===== src/rtl/exc_ctrl_pkg.sv =====
// CP0 register map, field positions and exception codes shared by the
// exception controller and anything that decodes its registers.
package exc_ctrl_pkg;

    localparam logic [4:0] CP0_SR    = 5'd12;
    localparam logic [4:0] CP0_CAUSE = 5'd13;
    localparam logic [4:0] CP0_EPC   = 5'd14;
    localparam logic [4:0] CP0_PRID  = 5'd15;

    localparam int SR_IE       = 0;
    localparam int SR_EXL      = 1;
    localparam int SR_IM_LO    = 10;
    localparam int SR_IM_HI    = 15;
    localparam int CAUSE_EC_LO = 2;
    localparam int CAUSE_EC_HI = 6;
    localparam int CAUSE_IP_LO = 10;
    localparam int CAUSE_IP_HI = 15;
    localparam int CAUSE_BD    = 31;

    localparam logic [4:0] EXC_INT  = 5'd0;
    localparam logic [4:0] EXC_ADEL = 5'd4;
    localparam logic [4:0] EXC_ADES = 5'd5;
    localparam logic [4:0] EXC_RI   = 5'd10;
    localparam logic [4:0] EXC_OV   = 5'd12;

    localparam logic [31:0] DEFAULT_HANDLER_PC = 32'h0000_4180;

    // The FSM state is the SR.EXL bit itself.
    typedef enum logic {
        NORMAL  = 1'b0,
        HANDLER = 1'b1
    } exc_state_e;

endpackage


===== src/rtl/exc_ctrl.sv =====
// CP0 exception controller: SR/Cause/EPC/PRId, interrupt and exception
// arbitration, pipeline flush request and eret return address.
module exc_ctrl
    import exc_ctrl_pkg::*;
#(
    parameter logic [31:0] HANDLER_PC = DEFAULT_HANDLER_PC,
    parameter logic [31:0] PRID_VAL   = 32'h2022_0007
) (
    input  logic        clk,
    input  logic        reset,
    input  logic        en,
    input  logic [4:0]  cp0_addr,
    input  logic [31:0] cp0_wdata,
    output logic [31:0] cp0_rdata,
    input  logic [31:0] vpc,
    input  logic        bd_in,
    input  logic [4:0]  exc_code_in,
    input  logic [5:0]  hw_int,
    input  logic        eret,
    output logic        req,
    output logic [31:0] epc_out,
    output logic [31:0] handler_pc
);

    exc_state_e state, state_nxt;

    logic [5:0]  im;
    logic        ie;
    logic        bd;
    logic [5:0]  ip;
    logic [4:0]  exc_code;
    logic [31:0] epc;

    logic        exl;
    logic        int_req;
    logic        exc_req;
    logic [31:0] sr_word;
    logic [31:0] cause_word;

    assign exl     = (state == HANDLER);
    assign int_req = (|(hw_int & im)) & ie & ~exl;
    assign exc_req = (exc_code_in != 5'd0) & ~exl;
    assign req     = int_req | exc_req;

    assign handler_pc = HANDLER_PC;

    assign sr_word    = {16'd0, im, 8'd0, exl, ie};
    assign cause_word = {bd, 15'd0, ip, 3'd0, exc_code, 2'd0};

    // eret is checked before an SR write so a same-cycle mtc0 cannot re-set EXL.
    always_comb begin
        state_nxt = state;
        if (req)
            state_nxt = HANDLER;
        else if (eret)
            state_nxt = NORMAL;
        else if (en && cp0_addr == CP0_SR)
            state_nxt = cp0_wdata[SR_EXL] ? HANDLER : NORMAL;
    end

    always_ff @(posedge clk) begin
        if (reset) begin
            state    <= NORMAL;
            im       <= '0;
            ie       <= 1'b0;
            bd       <= 1'b0;
            ip       <= '0;
            exc_code <= '0;
            epc      <= '0;
        end else begin
            state <= state_nxt;
            ip    <= hw_int;
            if (req) begin
                bd       <= bd_in;
                exc_code <= int_req ? EXC_INT : exc_code_in;
                epc      <= bd_in ? vpc - 32'd4 : vpc;
            end else if (en) begin
                if (cp0_addr == CP0_SR) begin
                    im <= cp0_wdata[SR_IM_HI:SR_IM_LO];
                    ie <= cp0_wdata[SR_IE];
                end
                if (cp0_addr == CP0_EPC)
                    epc <= cp0_wdata;
            end
        end
    end

    always_comb begin
        case (cp0_addr)
            CP0_SR:    cp0_rdata = sr_word;
            CP0_CAUSE: cp0_rdata = cause_word;
            CP0_EPC:   cp0_rdata = epc;
            CP0_PRID:  cp0_rdata = PRID_VAL;
            default:   cp0_rdata = 32'd0;
        endcase
    end

    assign epc_out = (en && cp0_addr == CP0_EPC) ? cp0_wdata : epc;

endmodule


===== config.mk =====
export PLATFORM = sky130hd
export DESIGN_NAME = exc_ctrl
export DESIGN_NICKNAME = d
export VERILOG_FILES = /design/src/rtl/exc_ctrl_pkg.sv /design/src/rtl/exc_ctrl.sv
export SDC_FILE = /design/constraint.sdc
export NUM_CORES = 1
export LEC_CHECK = 0
export CAP_MARGIN = 20
export CELL_PAD_IN_SITES_DETAIL_PLACEMENT = 1
export CELL_PAD_IN_SITES_GLOBAL_PLACEMENT = 2
export CORE_ASPECT_RATIO = 2
export CORE_UTILIZATION = 23
export CTS_BUF_LIST = sky130_fd_sc_hd__clkbuf_4
export DETAILED_ROUTE_END_ITERATION = 10
export PLACE_DENSITY = 0.95
export SETUP_SLACK_MARGIN = 0.1
export SLEW_MARGIN = 20
export SYNTH_ARGS = -nofsm -noshare
export SYNTH_HDL_FRONTEND = slang
export SYNTH_SLANG_ARGS = --single-unit

===== constraint.sdc =====
create_clock -name clk -period 7.5 [get_ports clk]
set_input_delay 1.125 -clock clk [delete_from_list [all_inputs] [get_ports clk]]
set_output_delay 1.125 -clock clk [all_outputs]
set_load 0.03 [all_outputs]

Yosys cells after proc, flatten, opt, wreduce, memory -nomap -nowiden
Cells that the tools add are included.
Storage, ports and cells
  register bits after elaboration: 52
  bits of input ports: 85
  output and inout bits: 97
  logic and storage cells: 39
Operators by class
  add/sub/neg operators: 1
  equality and inequality tests: 4
  mux-type cells: 11
  bitwise operators: 7
  reductions and logical operators: 9
Operators with widths (count)
  $mux W32: 5
  $pmux W32 S4: 1
  $sub A32 B3 Y32 const B: 1
  $eq A5 B4 Y1 const B: 4
  $and A6 B6 Y6: 1
  $reduce_or A6 Y1: 1
  $mux W5: 1
  $reduce_bool A5 Y1: 1
  $mux W1: 4
  $reduce_bool A2 Y1: 2
  $and A1 B1 Y1: 3
  $reduce_and A3 Y1: 1
  $reduce_bool A3 Y1: 1
  $logic_and A1 B1 Y1: 2
  $not A1 Y1: 2
  $reduce_and A2 Y1: 1
  $or A1 B1 Y1: 1

Logic depth before layout (Yosys ltp)
Gate-level depths: netlist (run 1).
  word-level depth: 7
  depth in mapped cells: 8

Worst setup path before layout (run 1)
OpenSTA, ideal clock, no wires.
  path kind: input to output
  start point: input cp0_addr[4]
  end point: output epc_out[16]
  arrival: 2687 ps
  data required time: 6375 ps
  path slack: 3688 ps
  stages: 6
  buffers on the path: 3
  cell sequence: and3b_1 clkbuf_1 and3_1 clkbuf_1 buf_1 mux2_1
On the way
  cells in the longest elaborated chain, start to end: 3
RTL lines
  from (decl): RTL line exc_ctrl.sv:12  | input logic [4:0] cp0_addr,
  $eq A5 B4 Y1: RTL line exc_ctrl.sv:98  | assign epc_out = (en && cp0_addr == CP0_EPC) ? cp0_wdata : epc;
  $logic_and A1 B1 Y1: RTL line exc_ctrl.sv:98
  $mux W32: RTL line exc_ctrl.sv:98
  to (decl): RTL line exc_ctrl.sv:21  | output logic [31:0] epc_out,
No other way between the ends.

Worst setup path in the final report (run 1)
  start point: input cp0_addr[3]
  end point: output epc_out[10]
Same word-level chain as after synthesis.

==> results of run 1 <==
-- flip-flops by register name, summed over array words and instances, names as in the netlist --
name / cells
im: 6
exl: 1
exc_code: 5
ie: 1
bd: 1
epc: 32
ip: 6
-- power by group through the flow --
stage | clock, mW | sequential (mW) | combinational, mW
finish | 0.170 | 0.310 | 0.251
global route | 0.185 | 0.312 | 0.267
CTS | 0.175 | 0.310 | 0.253
detailed placement | 0 | 0.316 | 0.252
global placement | 0 | 0.315 | 0.248
floorplan | 0 | 0.309 | 0.153
-- synth_stat cells, drive strengths merged (2+ instances only) --
cell type and instances:
nor2 70, mux2i 14, nand4 4, dfxtp 52
mux2 32, or2 2, o21ai 6, nor3 14
or4 6, clkbuf 20, xor2 6, nor2b 11
a311oi 2, nand3 6, buf 40, o31ai 2
xnor2 21, inv 4, and3b 2, nor4 8
nor3b 2, or3 6, a211oi 26, conb 2
a21oi 15, nand2 15, and3 16, a22oi 5
a22o 3
-- worst max-delay path: stages --
cell	delay [ps]
clkdlybuf4s50_1	480
and3b_1	600
and3_2	880
mux2_2	460
clkdlybuf4s50_1	600
-- cells in the final DEF, fill, tap and decap left out, drive strengths merged, types with 11 or more instances in the layout --
master	n
nor2b	11
and3	16
conb	32
mux2i	14
xnor2	21
nor3	14
dfxtp	52
a21oi	15
mux2	32
a211oi	26
nand2	15
clkdlybuf4s50	148
nor2	70
-- worst paths after layout --
kind / cells after the start / slack (ps) / endpoint
worst min register to register: 2 / 470 / exc_code[0]
worst max-delay path: 5 / 2210 / epc_out[10]
worst max register to register: 7 / 4990 / epc[31]
worst min-delay path: 2 / 470 / exc_code[0]
-- routing by layer --
metal  vias up  track usage, %  share of wire [%]
met4         0           8.871                4.3
met5         -               0                  0
met2       144           35.10                 58
li1       1666               -                  -
met3        36           1.804                3.7
met1      1653           16.72                 34
-- cell type report --
cell class                      count  area, sq um  share of cell area [%]
Clock buffer                        5        37.54                  0.7506
Inverter                            4        15.01                  0.3002
Multi-Input combinational cell    333         2121                   42.41
Tap cell                          192        240.2                   4.804
Clock inverter                      3        42.54                  0.8506
Sequential cell                    52         1041                   20.82
Antenna cell                        1        2.502                 0.05004
Timing Repair Buffer              151         1501                   30.02
-- through the flow --
step	total power, mW	worst slack, ps	hold slack (ps)	instance area [sq um]	utilization [%]
CTS	0.7378	2177	467.2	4999	34.64
global placement	0.5628	2188	438.8	4918	34.09
global route	0.7651	2079	484.5	5001	34.66
floorplan	0.4620	3688	428.8	3528	-
finish	0.7311	2208	467.5	5001	34.66
detailed placement	0.5679	2176	445.6	4918	34.09
-- cells by family (layout without fill, tap and decap cells) --
group	count (synthesis)	count (layout)	share of synthesized area, %
AO/OA/AOI/OAI	62	62	12.34
adder cells (fa/ha/maj)	1	1	0.3662
buffers and inverters	64	163	10.77
multiplexers	46	46	14.65
AND/OR/NAND/NOR	165	165	24.25
flip-flops	52	52	30.48
XOR/XNOR	27	27	6.923
other	2	33	0.2199
==> results.sh, run 1 <==
export IMPL_async_reset_ff_share_pct=0
export IMPL_post_dp_hpwl_um=10810
export IMPL_internal_power_mw=0.4755
export IMPL_p_clk_share_pct=23.3
export IMPL_cp_startpoint="cp0_addr[3]"
export IMPL_cp_end_kind="primary output"
export IMPL_ys_warn_count=0
export IMPL_seq_area_frac_synth_pct=30.48
export IMPL_path_class="input port to primary output"
export IMPL_tns_ps=0
export IMPL_initialDrtViolationCount=75
export IMPL_fillCellCount=1762
export IMPL_yosysTopAreaCell="dfxtp_1"
export IMPL_min_delay_start="exc_code[0]"
export IMPL_drt_total_wl_um=13490
export IMPL_path_clk_slew_ps=160
export IMPL_min_period_ps=5292
export IMPL_maxCapViolCount=0
export IMPL_routedWlPerCell_um=18.21
export IMPL_start_util_pct=23.67
export IMPL_cp_required_ps=6380
export IMPL_final_antenna_net_count=0
export IMPL_netlist_area_sq_um=3416
export IMPL_dieArea_sq_um=15370
export IMPL_place_port_buffers=149
export IMPL_fin_skew_ps=8.773
export IMPL_overflow=0
export IMPL_stdcell_count=741
export IMPL_drive_gt1_share_pct=6.934
export IMPL_worstMarginPinSlew_ps=1037
export IMPL_grt_pass1_vias=3732
export IMPL_route_vias_total=3499
export IMPL_final_nets=633
export IMPL_swShare_pct=34.96
export IMPL_timing_final_max_slew_violations=0
export IMPL_p_seq_share_pct=42.4
export IMPL_critPathLaunchType="input port"
export IMPL_core_sq_um=14430
export IMPL_critPathMaxFanout=32
export IMPL_cts_hold_buf=0
export IMPL_p_sw_mw=0.2556
export IMPL_htreeDepth=2
export IMPL_p_leak_nw=1.818
export IMPL_fmax_ghz=0.1890
export IMPL_p_per_area_nw_per_um2=146.2
export IMPL_synth_distinct_cells=44
export IMPL_insertion_delay_ps=390
export IMPL_ioPinCount=182
export IMPL_synth_edff_count=0
export IMPL_ir_drop_mv=0.06051
export IMPL_synth_top_area_share_pct=30.48
export IMPL_grt_pass1_wl_um=20410
export IMPL_avgViaCountPerCell=4.722
export IMPL_setup_viol_count_final=0
export IMPL_cts_tree="built"
export IMPL_synthCells=419
export IMPL_syn_avg_cell_area_sq_um=8.152
export IMPL_gp_congestion=0.8104
export IMPL_cts_root_buf="clkbuf_4"
export IMPL_cts_resized_gates=0
export IMPL_die_h_um=174.3
export IMPL_dp_cells=732
export IMPL_period_share_pct=70.55
export IMPL_clock_sinks=52
export IMPL_hold_viol_final=0
export IMPL_grt_setup_unrepaired="no"
export IMPL_drcViolationCount=0
export IMPL_die_width_um=88.17
export IMPL_ys_ff_latch=52
export IMPL_max_slew_margin_pct=30.86
export IMPL_status="finished, final reports clean"
export IMPL_cts_buffers=5
export IMPL_core_rowCount=62
export IMPL_first_pass_iters=4
export IMPL_hold_path_class="flop to flop"
export IMPL_cp_arrival_ps=4170
export IMPL_p_comb_share_pct=34.4
export IMPL_grt_usage_pct=17.63
export IMPL_post_cts_repair_setup_buffers=0
export IMPL_grt_max_degree=62
export IMPL_clock_path_buffers=2
export IMPL_syn_to_final_growth_pct=46.41
export IMPL_ys_flop_type="dfxtp_1"
export IMPL_synth_area_leaders="dfxtp_1 (30%), nor2_1 (7.7%), buf_4 (7.0%)"
export IMPL_grt_antenna_before_repair=1
export IMPL_rr_startpoint="im[2]"
(Power assumes the default switching activity.)
==> inputs of run 2 (changes only) <==
--- a/config.mk
+++ b/config.mk
@@ -9,10 +9,10 @@
 export CELL_PAD_IN_SITES_DETAIL_PLACEMENT = 1
 export CELL_PAD_IN_SITES_GLOBAL_PLACEMENT = 2
 export CORE_ASPECT_RATIO = 2
-export CORE_UTILIZATION = 23
+export CORE_UTILIZATION = 19
 export CTS_BUF_LIST = sky130_fd_sc_hd__clkbuf_4
 export DETAILED_ROUTE_END_ITERATION = 10
-export PLACE_DENSITY = 0.95
+export PLACE_DENSITY = 0.85
 export SETUP_SLACK_MARGIN = 0.1
 export SLEW_MARGIN = 20
 export SYNTH_ARGS = -nofsm -noshare
==> constraint.sdc (replaced) <==
create_clock -name clk -period 4.4 [get_ports clk]
set_input_delay 0.66 -clock clk [delete_from_list [all_inputs] [get_ports clk]]
set_output_delay 0.66 -clock clk [all_outputs]
set_load 0.03 [all_outputs]
==> run 2 against run 1 <==
Against the previous run:
- clock power up 42%
- global-route usage down 2.3 points
- combinational power up 73%
- worst setup slack worse by 1500 ps
- cell count up 4.3%
- register-to-register slack worse by 2700 ps
- count of clock-buffer cells in the layout up 1
- cell area up 1.4%
- sequential power up 69%
- critical endpoint is now epc_out[29]
- highest routed layer unchanged
==> results.sh, run 2 (synthesis gave the netlist of run 1 again) <==
export IMPL_status="finished, final reports clean"
export IMPL_critPathMaxFanout=23
export IMPL_initialDrtViolationCount=63
export IMPL_route_vias_total=3522
export IMPL_regMostFlops="epc"
export IMPL_swShare_pct=36.74
export IMPL_grt_pass1_vias=3822
export IMPL_post_dp_hpwl_um=11630
export IMPL_worstMarginPinSlew_ps=1087
export IMPL_grt_setup_unrepaired="no"
export IMPL_grt_usage_pct=15.37
export IMPL_dieArea_sq_um=18550
export IMPL_clock_path_buffers=2
export IMPL_final_antenna_net_count=0
export IMPL_p_comb_share_pct=36.1
export IMPL_p_sw_mw=0.4402
export IMPL_cp_end_kind="primary output"
export IMPL_fillCellCount=2082
export IMPL_htreeDepth=2
export IMPL_start_util_pct=19.30
export IMPL_core_sq_um=17700
export IMPL_max_slew_margin_pct=27.56
export IMPL_grt_antenna_before_repair=2
export IMPL_first_pass_iters=4
export IMPL_ir_drop_mv=0.1005
export IMPL_cts_resized_gates=0
export IMPL_critPathLaunchType="input port"
export IMPL_cts_tree="built"
export IMPL_overflow=0
export IMPL_path_clk_slew_ps=160
export IMPL_cts_buffers=5
export IMPL_die_h_um=191.6
export IMPL_final_area_sq_um=5069
export IMPL_timing_final_max_slew_violations=0
export IMPL_ioPinCount=182
export IMPL_cts_root_buf="clkbuf_4"
export IMPL_p_seq_share_pct=43.7
export IMPL_place_port_buffers=149
export IMPL_die_width_um=96.81
export IMPL_hold_path_class="flop to flop"
export IMPL_fin_ws_ps=724.1
export IMPL_min_period_ps=3676
export IMPL_critical_path_max_stage_delay_ps=670
export IMPL_final_nets=643
export IMPL_grt_max_degree=62
export IMPL_maxCapViolCount=0
export IMPL_cpMostUsedCell="clkdlybuf4s50_1"
export IMPL_cp_required_ps=3740
export IMPL_cts_hold_buf=0
export IMPL_stdcell_count=773
export IMPL_clock_sinks=52
export IMPL_drcViolationCount=0
export IMPL_layout_common_cells="clkdlybuf4s50_1 (113), nor2_1 (70), dfxtp_1 (52), buf_4 (41), conb_1 (32)"
export IMPL_routedWlPerCell_um=18.60
export IMPL_insertion_delay_ps=400
export IMPL_hold_viol_final=0
export IMPL_largest_register_ffs=32
export IMPL_setup_viol_count_final=0
export IMPL_fin_skew_ps=13.77
export IMPL_fmax_ghz=0.2720
export IMPL_grt_pass1_wl_um=21670
export IMPL_drt_total_wl_um=14380
export IMPL_period_share_pct=83.54
export IMPL_tns_ps=0
export IMPL_syn_to_final_growth_pct=48.39
export IMPL_mostFrequentLayoutCell="clkdlybuf4s50_1"
export IMPL_post_cts_repair_setup_buffers=0
export IMPL_p_clk_share_pct=20.1
export IMPL_drive_gt1_share_pct=14.87
export IMPL_path_class="input port to primary output"
export IMPL_dpl_cell_area_sq_um=5007
export IMPL_power_total_mw=1.198
export IMPL_crit_chain="clkdlybuf4s50_1, nor2b_1, and3_2, mux2_2, clkdlybuf4s50_1"
export IMPL_place_ws_ps=692.5
export IMPL_crit_slowest_cell="and3_2"
export IMPL_post_route_util_pct=28.64
export IMPL_internal_power_mw=0.7581
export IMPL_gp_congestion=0.7694
export IMPL_p_per_area_nw_per_um2=236.4
export IMPL_core_rowCount=69
export IMPL_reg_top3="epc x32, im x6, ip x6"
export IMPL_p_leak_nw=1.934
export IMPL_dp_cells=763
export IMPL_cp_arrival_ps=3020
export IMPL_whs_ps=474.5
export IMPL_avgViaCountPerCell=4.556
run 2: final cells by class:
type                            instances  area [sq um]  area share, %
Clock inverter                          2         11.26         0.2222
Sequential cell                        52          1041          20.54
Inverter                                4         15.01         0.2962
Tap cell                              213         266.5          5.258
Multi-Input combinational cell        333          2121          41.84
Antenna cell                            2         5.005        0.09874
Timing Repair Buffer                  161          1564          30.86
Clock buffer                            6         45.04         0.8887
run 2: path summary, 6_finish.rpt:
kind,startpoint,end,slack (ps),depth (start not counted)
hold reg to reg,exc_code[0],exc_code[0],470,2
setup / recovery,cp0_addr[1],epc_out[29],720,5
hold / removal,exc_code[0],exc_code[0],470,2
setup reg to reg,exl,epc[18],2270,7
run 2: layer usage:
layer  up-vias  track usage (%)  share of wire (%)
met5         -                0                  0
met4         0            6.889                3.3
met3        19            2.183                4.3
met2       127            32.88                 60
met1      1692            13.57                 33
li1       1684                -                  -
run 2: power groups by stage:
| stage | sequential (mW) | clock [mW] | combinational [mW] |
|---|---|---|---|
| after floorplan | 0.527 | 0 | 0.260 |
| after global placement | 0.534 | 0 | 0.432 |
| after detailed placement | 0.535 | 0 | 0.437 |
| after CTS | 0.525 | 0.255 | 0.439 |
| after global routing | 0.529 | 0.266 | 0.462 |
| final | 0.524 | 0.241 | 0.433 |
run 2: critical path, delay by kind of cell:
family,cells,cell delay [ps]
buffers and inverters,2,1070
AND/OR/NAND/NOR,2,850
multiplexers,1,420
==> inputs of run 3 (changes only) <==
==> constraint.sdc (replaced) <==
create_clock -name clk -period 3.35 [get_ports clk]
set_input_delay 0.5025 -clock clk [delete_from_list [all_inputs] [get_ports clk]]
set_output_delay 0.5025 -clock clk [all_outputs]
set_load 0.03 [all_outputs]
==> run 3 against run 2 <==
Against the previous run:
- first-iteration DRC count shrank 29%
- cell area is 1.5% higher
- die area unchanged
- worst setup slack got worse by 510 ps
- cell count up 0.65%
- utilization increased by 0.42 points
- critical path type unchanged
- non-clock buffer count is 6 higher
- largest cell class unchanged
- clock power increased by 28%
- via count rose by 2.6%
==> results.sh, run 3 (synthesis gave the netlist of run 1 again) <==
export IMPL_status="finished, final reports clean"
export IMPL_cp_startpoint="cp0_addr[2]"
export IMPL_crit_slowest_cell="clkdlybuf4s50_1"
export IMPL_gp_congestion=0.7828
export IMPL_post_cts_repair_setup_buffers=0
export IMPL_p_leak_nw=1.985
export IMPL_fin_skew_ps=21.79
export IMPL_worstMarginPinSlew_ps=1087
export IMPL_p_clk_share_pct=19.6
export IMPL_r2r_end="ie"
export IMPL_critical_path_max_stage_delay_ps=600
export IMPL_final_antenna_net_count=0
export IMPL_path_class="input port to primary output"
export IMPL_period_share_pct=93.58
export IMPL_final_area_sq_um=5144
export IMPL_stdcell_count=778
export IMPL_grt_pass1_vias=3897
export IMPL_min_period_ps=3135
export IMPL_crit_chain="clkdlybuf4s50_1, and3b_1, and3_2, buf_4, mux2_2, clkdlybuf4s50_1"
export IMPL_reg_top3="epc x32, im x6, ip x6"
export IMPL_rr_startpoint="im[3]"
export IMPL_worst_path_stages=6
export IMPL_dpl_cell_area_sq_um=5085
export IMPL_layout_common_cells="clkdlybuf4s50_1 (106), nor2_1 (70), dfxtp_1 (52), buf_4 (50), conb_1 (32)"
export IMPL_rr_worst_depth=5
export IMPL_min_delay_start="exc_code[0]"
export IMPL_p_seq_share_pct=43.8
export IMPL_cts_hold_buf=0
export IMPL_timing_final_max_slew_violations=0
export IMPL_final_nets=649
export IMPL_post_dp_hpwl_um=11750
export IMPL_die_h_um=191.6
export IMPL_r2r_slack_ps=1300
export IMPL_p_sw_mw=0.5738
export IMPL_critPathLaunchType="input port"
export IMPL_grt_setup_unrepaired="no"
export IMPL_regMostFlops="epc"
export IMPL_tns_ps=0
export IMPL_critPathMaxFanout=12
export IMPL_route_vias_total=3615
export IMPL_drt_total_wl_um=14410
export IMPL_cp_top_family="buffers and inverters"
export IMPL_dieArea_sq_um=18550
export IMPL_cp_required_ps=2850
export IMPL_p_per_area_nw_per_um2=305.8
export IMPL_cp_arrival_ps=2630
export IMPL_cts_root_buf="clkbuf_4"
export IMPL_max_slew_margin_pct=27.56
export IMPL_maxCapViolCount=0
export IMPL_place_port_buffers=149
export IMPL_routedWlPerCell_um=18.53
export IMPL_whs_ps=473.4
export IMPL_cts_buffers=5
export IMPL_cpMostUsedCell="clkdlybuf4s50_1"
export IMPL_grt_pass1_wl_um=21420
export IMPL_setup_viol_count_final=0
export IMPL_clock_path_buffers=2
export IMPL_path_clk_slew_ps=140
export IMPL_insertion_delay_ps=390
export IMPL_first_pass_iters=4
export IMPL_grt_max_degree=53
export IMPL_mostFrequentLayoutCell="clkdlybuf4s50_1"
export IMPL_hold_viol_final=0
export IMPL_p_comb_share_pct=36.6
export IMPL_cts_resized_gates=0
export IMPL_cp_end_kind="primary output"
export IMPL_ir_drop_mv=0.1721
export IMPL_syn_to_final_growth_pct=50.59
export IMPL_initialDrtViolationCount=45
export IMPL_core_rowCount=69
export IMPL_avgViaCountPerCell=4.647
export IMPL_internal_power_mw=0.9993
export IMPL_fmax_ghz=0.3190
export IMPL_grt_usage_pct=15.12
export IMPL_cts_tree="built"
export IMPL_overflow=0
export IMPL_hold_path_class="flop to flop"
export IMPL_swShare_pct=36.47
export IMPL_crit_path_end="epc_out[15]"
export IMPL_die_width_um=96.81
export IMPL_ioPinCount=182
export IMPL_grt_antenna_before_repair=1
export IMPL_path_buf_inv=3
export IMPL_power_total_mw=1.573
export IMPL_drcViolationCount=0
export IMPL_htreeDepth=2
export IMPL_core_sq_um=17700
export IMPL_drive_gt1_share_pct=17.02
export IMPL_dp_cells=769
export IMPL_clock_sinks=52
export IMPL_start_util_pct=19.30
export IMPL_largest_register_ffs=32
## run 3: worst register-to-register path, stage by stage (launching register included)
cell and delay (ps):
dfxtp_1 360, a22o_1 280, o311ai_0 380, and3b_1 560, mux2i_1 250, nor2_1 60
## run 3: through the flow
step           util, %  setup WS, ps
6_report         29.06         215.1
5_1_grt          29.06         161.2
4_1_cts          29.05         210.4
3_5_place_dp     28.73         104.5
3_3_place_gp     28.73         190.8
2_1_floorplan        -         608.4
## run 3: power groups by stage
stage | registers, mW | clock network [mW] | logic, mW
global placement | 0.700 | 0 | 0.571
floorplan | 0.693 | 0 | 0.342
detailed placement | 0.703 | 0 | 0.579
finish | 0.689 | 0.309 | 0.575
global route | 0.695 | 0.341 | 0.613
CTS | 0.690 | 0.324 | 0.581
## run 3: worst min-delay path by stage
stage                              to  cells after the start
after floorplan           exc_code[0]                      2
after global placement    exc_code[1]                      2
after detailed placement  exc_code[4]                      2
after CTS                 exc_code[0]                      2
after global routing      exc_code[1]                      2
final                     exc_code[0]                      2
## run 3: area by class of cell
| class | count | area [sq um] |
|---|---|---|
| Clock buffer | 6 | 45.04 |
| Antenna cell | 1 | 2.502 |
| Clock inverter | 2 | 11.26 |
| Tap cell | 213 | 266.5 |
| Timing Repair Buffer | 167 | 1642 |
| Fill cell | 2081 | 12550 |
| Sequential cell | 52 | 1041 |
| Inverter | 4 | 15.01 |
| Multi-Input combinational cell | 333 | 2121 |
## run 3: routing by layer
| layer | GRT usage (%) | vias up | routed length, um |
|---|---|---|---|
| met5 | 0 | - | 0 |
| met4 | 8.439 | 0 | 639 |
| met3 | 2.293 | 33 | 663 |
| met2 | 31.69 | 145 | 8390 |
| met1 | 13.17 | 1735 | 4720 |
| li1 | - | 1702 | - |
